**config.mk**
```make
export PLATFORM = sky130hd
export DESIGN_NAME = texture_mapper_hls_fifo
export DESIGN_NICKNAME = d
export VERILOG_FILES = /design/src/rtl/texture_mapper_hls_fifo.sv
export SDC_FILE = /design/constraint.sdc
export NUM_CORES = 1
export LEC_CHECK = 0
export CORE_AREA = 2 2 148 150
export CTS_CLUSTER_DIAMETER = 80
export DETAILED_ROUTE_END_ITERATION = 8
export DIE_AREA = 0 0 150 152
export PLACE_DENSITY = 0.67
export SYNTH_ARGS = -nofsm -noshare
export SYNTH_HDL_FRONTEND = slang
export SYNTH_SLANG_ARGS = --single-unit
export TNS_END_PERCENT = 100
```
**constraint.sdc**
```tcl
create_clock -name clk -period 3.77 [get_ports clk]
set_input_delay 0.754 -clock clk [delete_from_list [all_inputs] [get_ports clk]]
set_output_delay 0.754 -clock clk [all_outputs]
set_load 0.1 [all_outputs]
```
**src/rtl/texture_mapper_hls_fifo.sv**
```systemverilog
// ----------------------------------------------------------------------------
// texture_mapper_hls_fifo
//   Elastic first-word-fall-through ready/valid FIFO. It sits between the
//   texture mapper pipeline stages and the holding registers they load, and
//   absorbs producer bursts and consumer stalls. The head word is presented on
//   read_data while read_valid is high; no read request is needed to see it.
//
// Ports
//   clk          rising-edge clock
//   reset        asynchronous, active-high; clears pointers, count and flags
//   write_valid  producer offers write_data
//   write_data   word to enqueue
//   write_ready  FIFO can accept a word this cycle (usedw != depth)
//   read_valid   read_data holds a valid head word (usedw != 0)
//   read_data    head word; don't-care while read_valid is low
//   read_ready   consumer takes the head word this cycle
//   usedw        number of stored words, 0..depth
//   almost_full  usedw >= af_threshold
// ----------------------------------------------------------------------------
module texture_mapper_hls_fifo #(
  parameter int unsigned width        = 32,
  parameter int unsigned addr_width   = 3,
  parameter int unsigned af_threshold = 6
) (
  input  logic                  clk,
  input  logic                  reset,
  input  logic                  write_valid,
  input  logic [width-1:0]      write_data,
  output logic                  write_ready,
  output logic                  read_valid,
  output logic [width-1:0]      read_data,
  input  logic                  read_ready,
  output logic [addr_width:0]   usedw,
  output logic                  almost_full
);

  localparam int unsigned depth = 1 << addr_width;
  localparam int unsigned uw    = addr_width + 1;

  logic [width-1:0]      mem [depth];
  logic [addr_width-1:0] wr_ptr;
  logic [addr_width-1:0] rd_ptr;
  logic [addr_width-1:0] wr_ptr_nxt;
  logic [addr_width-1:0] rd_ptr_nxt;
  logic [uw-1:0]         usedw_nxt;
  logic                  push;
  logic                  pop;

  // Handshakes, pointer advance and occupancy update.
  // The flags are flops, so a push offered while full is simply not accepted,
  // even if a pop frees an entry in the same cycle.
  always_comb begin
    push       = write_valid & write_ready;
    pop        = read_valid & read_ready;
    wr_ptr_nxt = wr_ptr;
    rd_ptr_nxt = rd_ptr;
    usedw_nxt  = usedw;
    if (push) wr_ptr_nxt = wr_ptr + addr_width'(1);
    if (pop)  rd_ptr_nxt = rd_ptr + addr_width'(1);
    unique case ({push, pop})
      2'b10:   usedw_nxt = usedw + uw'(1);
      2'b01:   usedw_nxt = usedw - uw'(1);
      default: usedw_nxt = usedw;
    endcase
  end

  // State and status flags. The flags are computed from the next count, so
  // they always agree with the registered usedw.
  always_ff @(posedge clk or posedge reset) begin
    if (reset) begin
      wr_ptr      <= '0;
      rd_ptr      <= '0;
      usedw       <= '0;
      write_ready <= 1'b1;
      read_valid  <= 1'b0;
      almost_full <= 1'b0;
    end else begin
      wr_ptr      <= wr_ptr_nxt;
      rd_ptr      <= rd_ptr_nxt;
      usedw       <= usedw_nxt;
      write_ready <= (usedw_nxt != uw'(depth));
      read_valid  <= (usedw_nxt != '0);
      almost_full <= (usedw_nxt >= uw'(af_threshold));
    end
  end

  // Storage is not reset; a word is only visible once usedw covers it.
  always_ff @(posedge clk) begin
    if (push) mem[wr_ptr] <= write_data;
  end

  // First-word-fall-through: the head entry is always on the output.
  assign read_data = mem[rd_ptr];

endmodule

```
# Yosys cells after proc, flatten, opt, wreduce, memory -nomap -nowiden
# Memory sizes are Yosys's and may differ from the RTL's.
# Index checks and enable logic that the tools add are counted.
[op_classes]
addsub = 4
order_cmp = 1
eq_ne = 3
muxes = 3
n_bitwise = 2
n_reduce_logical = 1
[ops]
columns = ["operator", "count"]
rows = [
  ["$pmux W4 S2", 1],
  ["$add A3 B1 Y3 const B", 2],
  ["$add A4 B1 Y4 const B", 1],
  ["$ge A4 B3 Y1 const B", 1],
  ["$ne A4 B4 Y1 const B", 1],
  ["$reduce_bool A4 Y1", 1],
  ["$sub A4 B1 Y4 const B", 1],
  ["$and A1 B1 Y1", 2],
  ["$eq A2 B1 Y1 const B", 1],
  ["$eq A2 B2 Y1 const B", 1],
  ["$mux W1", 2],
]
[totals]
register_bits = 13
mem_bits_rw = 256
input_bits = 36
output_inout_bits = 39
elab_cells = 21
memories = 1
[mem_list]
columns = ["memory", "words", "width", "read_ports", "rd_ports_with_merged_regs", "write_ports", "line", "source"]
rows = [
  ["mem", 8, 32, 1, 0, 1, "40", "logic [width-1:0] mem [depth];"],
]

# Logic depth before layout (Yosys ltp)
# Gate-level depths: netlist of the first run.
[depth]
depth_word = 4
mapped_depth = 11
ltp_nobuf = 10

# Least setup slack after synthesis of the first run
# OpenSTA, ideal clock, no wires.
[synth_path]
path_type = "register -> register"
start = "register write_ready"
end = "memory mem[0][0] (enable)"
setup_ns = 0.461
arrival_ns = 3.523
required_time_ns = 3.309
path_slack_ns = -0.214
path_stages_with_launch = 5
path_buffers = 1
period_less_slack_ns = 3.984
cell_sequence = "dfstp_2 > and2_4 > buf_6 > nand2b_1 > nor3_1"
[synth_between]
elab_chain_cells = 3
[synth_lines]
columns = ["item", "line", "source"]
rows = [
  ["from (decl)", "29", "output logic write_ready,"],
  ["from (signal assigned)", "81", "write_ready <= (usedw_nxt != uw'(depth));"],
  ["$and A1 B1 Y1", "53", "push = write_valid & write_ready;"],
  ["$mux W1", "89", "if (push) mem[wr_ptr] <= write_data;"],
  ["$mux W1 (implied by the code)", "89", ""],
  ["to (decl)", "40", ""],
]
# No other way between the ends.

# Final worst setup path of the first run
[layout_path]
start = "register rd_ptr[0]"
end = "output read_data[2]"
[layout_between]
elab_chain_cells = 1
[layout_lines]
columns = ["item", "line", "source"]
rows = [
  ["from (decl)", "42", "logic [addr_width-1:0] rd_ptr;"],
  ["from (signal assigned)", "79", "rd_ptr <= rd_ptr_nxt;"],
  ["$mem_v2 Z8 W32", "-", ""],
  ["to (decl)", "31", "output logic [width-1:0] read_data,"],
]
# No other way between the ends.

==> results.txt, run 1 <==
----------------------------------------------------
[Status]
  Run status ... finished clean

[GRT]
  Sum of overflow across all layers after global routing ... 0
  Largest net degree at the start of global routing ... 37
  Vias in the first global route ... 5041
  Initial antenna violation count ... 1
  First-pass GRT wire length ... 29300 µm
  All-layer global routing usage ... approximately 17%

[Synthesis]
  Share of synthesized area occupied by flip-flops and latches ... between 70 and 80%
  Share of cell area taken by muxes after synthesis ... 17.58%
  Ys async rst share ... 4.833%
  Primary flip-flop cell chosen by synthesis mapping ... sky130_fd_sc_hd__edfxtp_1
  Share of the synthesized area in compound gates (AO/OA/AOI/OAI) ... 0.5176%
  Synth Cell Area ... 10390 µm²
  Synthesized-area fraction occupied by xor and xnor cells ... 0.6621%
  Adder and majority gate portion of the synthesized area ... 0.4815%
  Flop and latch count out of synthesis ... 269
  Post-synthesis cell count ... 446
  Simple-gate portion of the synthesized area ... 1.986%
  Number of flops mapped to enable cells by yosys ... 256
  Mean cell area of the mapped netlist ... 23.30 µm²
  Main combinational cell family by area after synthesis ... multiplexers
  Syn Nets ... slightly below 500
  Count of warnings emitted by yosys ... 0
  Yosys cell types ... 37

[Timing]
  Count of final max-slew check failures ... 0
  Setup Viol. Count Final ... 0
  Headroom to the max-slew limit ... 34.63%
  Highest achievable clock rate ... 290.0 MHz
  Worst slew pin tran ... 0.9775 ns
  Final worst path period share ... 91.46%
  Total Neg Setup Slack ... 0 ns
  Fin. Hold Viols ... 0
  Unrepaired setup endpoints after global routing ... false
  Crit path time final ... between 3 and 4 ns
  Post-route clock skew ... ~0.014 ns

[Finish]
  Area Overhead vs Synth ... 18.69%
  Most frequent cells in the layout ... 256 x sky130_fd_sc_hd__edfxtp_1, 63 x sky130_fd_sc_hd__mux4_2, 45 x sky130_fd_sc_hd__buf_4
  Leading cell type in the layout, fill and taps excluded ... sky130_fd_sc_hd__edfxtp_1
  Total non-filler cell area in the finished layout ... 12340 µm²
  Combined area of the multi-input logic cells ... 2273 µm²
  Number of standard cells in the layout, taps in and fillers out ... ~840
  Diode insertion count for antenna repair ... 0
  Seq. cell area ... about 8000 µm²
  Total Nets Final ... 584
  Share of post-route cells with drive strength above 1 ... between 30% and 40%
  Fill cell count ... ~1600

[Die]
  Total die area ... approximately 23000 µm²
  Die Y ... around 150 µm
  Total core area ... 21350 µm²
  # rows ... 54
  Die X-Extent ... 150 µm
  Num ports ... 75
  Initial core utilization ... about half

[Route]
  Detail-routed via count per cell ... roughly 5.6
  Number of nets still failing antenna checks after routing ... 0
  DR iter-0 viols ... 281
  DR WL/cell ... 22.55 µm
  Number of vias after detailed routing ... 4710
  WL final ... 19030 µm
  Residual DRC ... 0
  Number of iterations in the first detailed-routing pass ... 4

[Worst setup path]
  Critical Path Fanout Max ... 36
  Crit path largest cell delay ... 0.71 ns
  Arrival time worst endpoint ... 2.69 ns
  Worst flop-to-flop path startpoint ... write_ready
  Kind of end point of the critical path ... output pin
  Category of the critical setup timing path ... flop to output pin
  Length in cells of the worst reg-to-reg path ... 8
  Slowest cell on the critical path ... sky130_fd_sc_hd__dfrtp_4
  WP data required ... 3.02 ns
  Cells along the critical path ... buf_12 -> mux4_2 -> mux2_2 -> buf_4
  Capture point of the worst reg-to-reg path ... read_valid
  Nature of the critical path startpoint ... flop
  Worst R2R Setup Slack ... between 1 and 1.5 ns

[Flow run]
  Number of max-capacitance violations reported ... 0

[Clock tree]
  Post-cts hold buffer count ... 0
  Total setup buffers inserted after CTS ... 0
  Clk slew on worst S/H paths ... 0.06 ns
  CTS tree ... built
  Clock insertion delay at the later pin of the skew report ... between 0.5 and 0.6 ns
  Maximum level of the CTS H-tree ... 1
  Total of cells resized after clock tree synthesis ... 0
  CTS root buffer ... sky130_fd_sc_hd__clkbuf_16
  Clock buffer depth ... 3
  Total clock buffers created by CTS ... 27
  Clock Sink Count ... 269

[Min path]
  Terminating pin of the worst hold path ... wr_ptr[0]
  Worst hold path class ... flop to flop
  HP Start ... wr_ptr[0]
  Worst Hold Depth ... 2

[Placement]
  Count of placed standard cells including taps ... between 700 and 800
  Placed instance area ... 11490 µm²
  RD Place Congestion ... 0.7722
  Total half-perimeter wirelength after legalization and detailed placement ... 10650 µm
  Buffers on Ports ... 74

----------------------------------------------------
==> synth_stat cells (3+ instances only) <==
master                     instances  share of area, %
sky130_fd_sc_hd__ha_1              4              0.48
sky130_fd_sc_hd__buf_6             8              0.87
sky130_fd_sc_hd__nor3_1            3              0.14
sky130_fd_sc_hd__edfxtp_1        256                74
sky130_fd_sc_hd__nand2_1          11              0.40
sky130_fd_sc_hd__buf_2             3              0.14
sky130_fd_sc_hd__mux2_2           33               3.6
sky130_fd_sc_hd__nand2b_1          3              0.18
sky130_fd_sc_hd__mux4_2           63                14
sky130_fd_sc_hd__dfrtp_1          12               2.9
sky130_fd_sc_hd__nor2_1            6              0.22
sky130_fd_sc_hd__clkbuf_1         10              0.36
sky130_fd_sc_hd__xnor2_1           5              0.42
==> layout make-up <==
class | count | area share (%)
flip-flops and latches | 269 | 65.01
multi-input cells | 152 | 18.43
repair buffers | 90 | 6.633
clock buffers | 30 | 5.568
well taps | 280 | 2.840
clock inverters | 19 | 1.268
inverters | 4 | 0.2536
==> metrics by stage <==
step	setup slack (ns)	util, %	hold slack [ns]
after global placement	0.7888	53.83	0.5013
after detailed placement	0.7153	53.83	0.5138
final	0.3218	57.78	0.5316
after floorplan	0.6422	-	0.4844
after CTS	0.2603	57.78	0.5307
after global routing	0.1853	57.78	0.5770
==> critical path: cells and delay by family (launching register included) <==
| family | cells | cell delay (ns) |
|---|---|---|
| buffers and inverters | 2 | 0.58 |
| flip-flops | 1 | 0.71 |
| multiplexers | 2 | 0.85 |
==> registers in the layout, indices dropped and copies added (netlist names) <==
register	count
read_valid	1
wr_ptr	3
rd_ptr	3
usedw	4
almost_full	1
mem	256
write_ready	1
==> worst max-delay path by stage <==
stage	start	cells past startpoint	slack [ns]	end
5_1_grt	rd_ptr[0]	4	0.19	read_data[4]
2_1_floorplan	write_ready	4	0.64	mem[6][0]
3_5_place_dp	read_ready	11	0.72	read_valid
3_3_place_gp	read_ready	11	0.79	read_valid
4_1_cts	rd_ptr[0]	4	0.26	read_data[31]
6_report	rd_ptr[0]	4	0.32	read_data[2]
==> metal layers <==
| layer | track usage, % | vias up | part of all wire (%) |
|---|---|---|---|
| li1 | - | 2067 | - |
| met1 | 23.69 | 2492 | 43 |
| met2 | 28.57 | 119 | 50 |
| met3 | 2.823 | 32 | 4.8 |
| met4 | 4.358 | 0 | 2.0 |
| met5 | 0 | - | 0 |
==> logic make-up after synthesis <==
kind of cell	after synthesis
xor gates and xnor gates	7
DFF	269
adders and majority gates	4
AOI/OAI and AO/OA	7
muxes	98
buffers and inverters	25
and+or+nand+nor	36
Power of run 1 is left out: the tool's default activity adds up to more than one toggle a clock period on the data nets, which glitch-free logic cannot reach.
==> run 2: changes to the inputs <==
HOLD_SLACK_MARGIN = 0.08   (was not set)
==> results of run 2 <==
Same layout as run 1: the final DEF is identical, and so are final timing and power.
Power of run 2 is left out for the same reason.
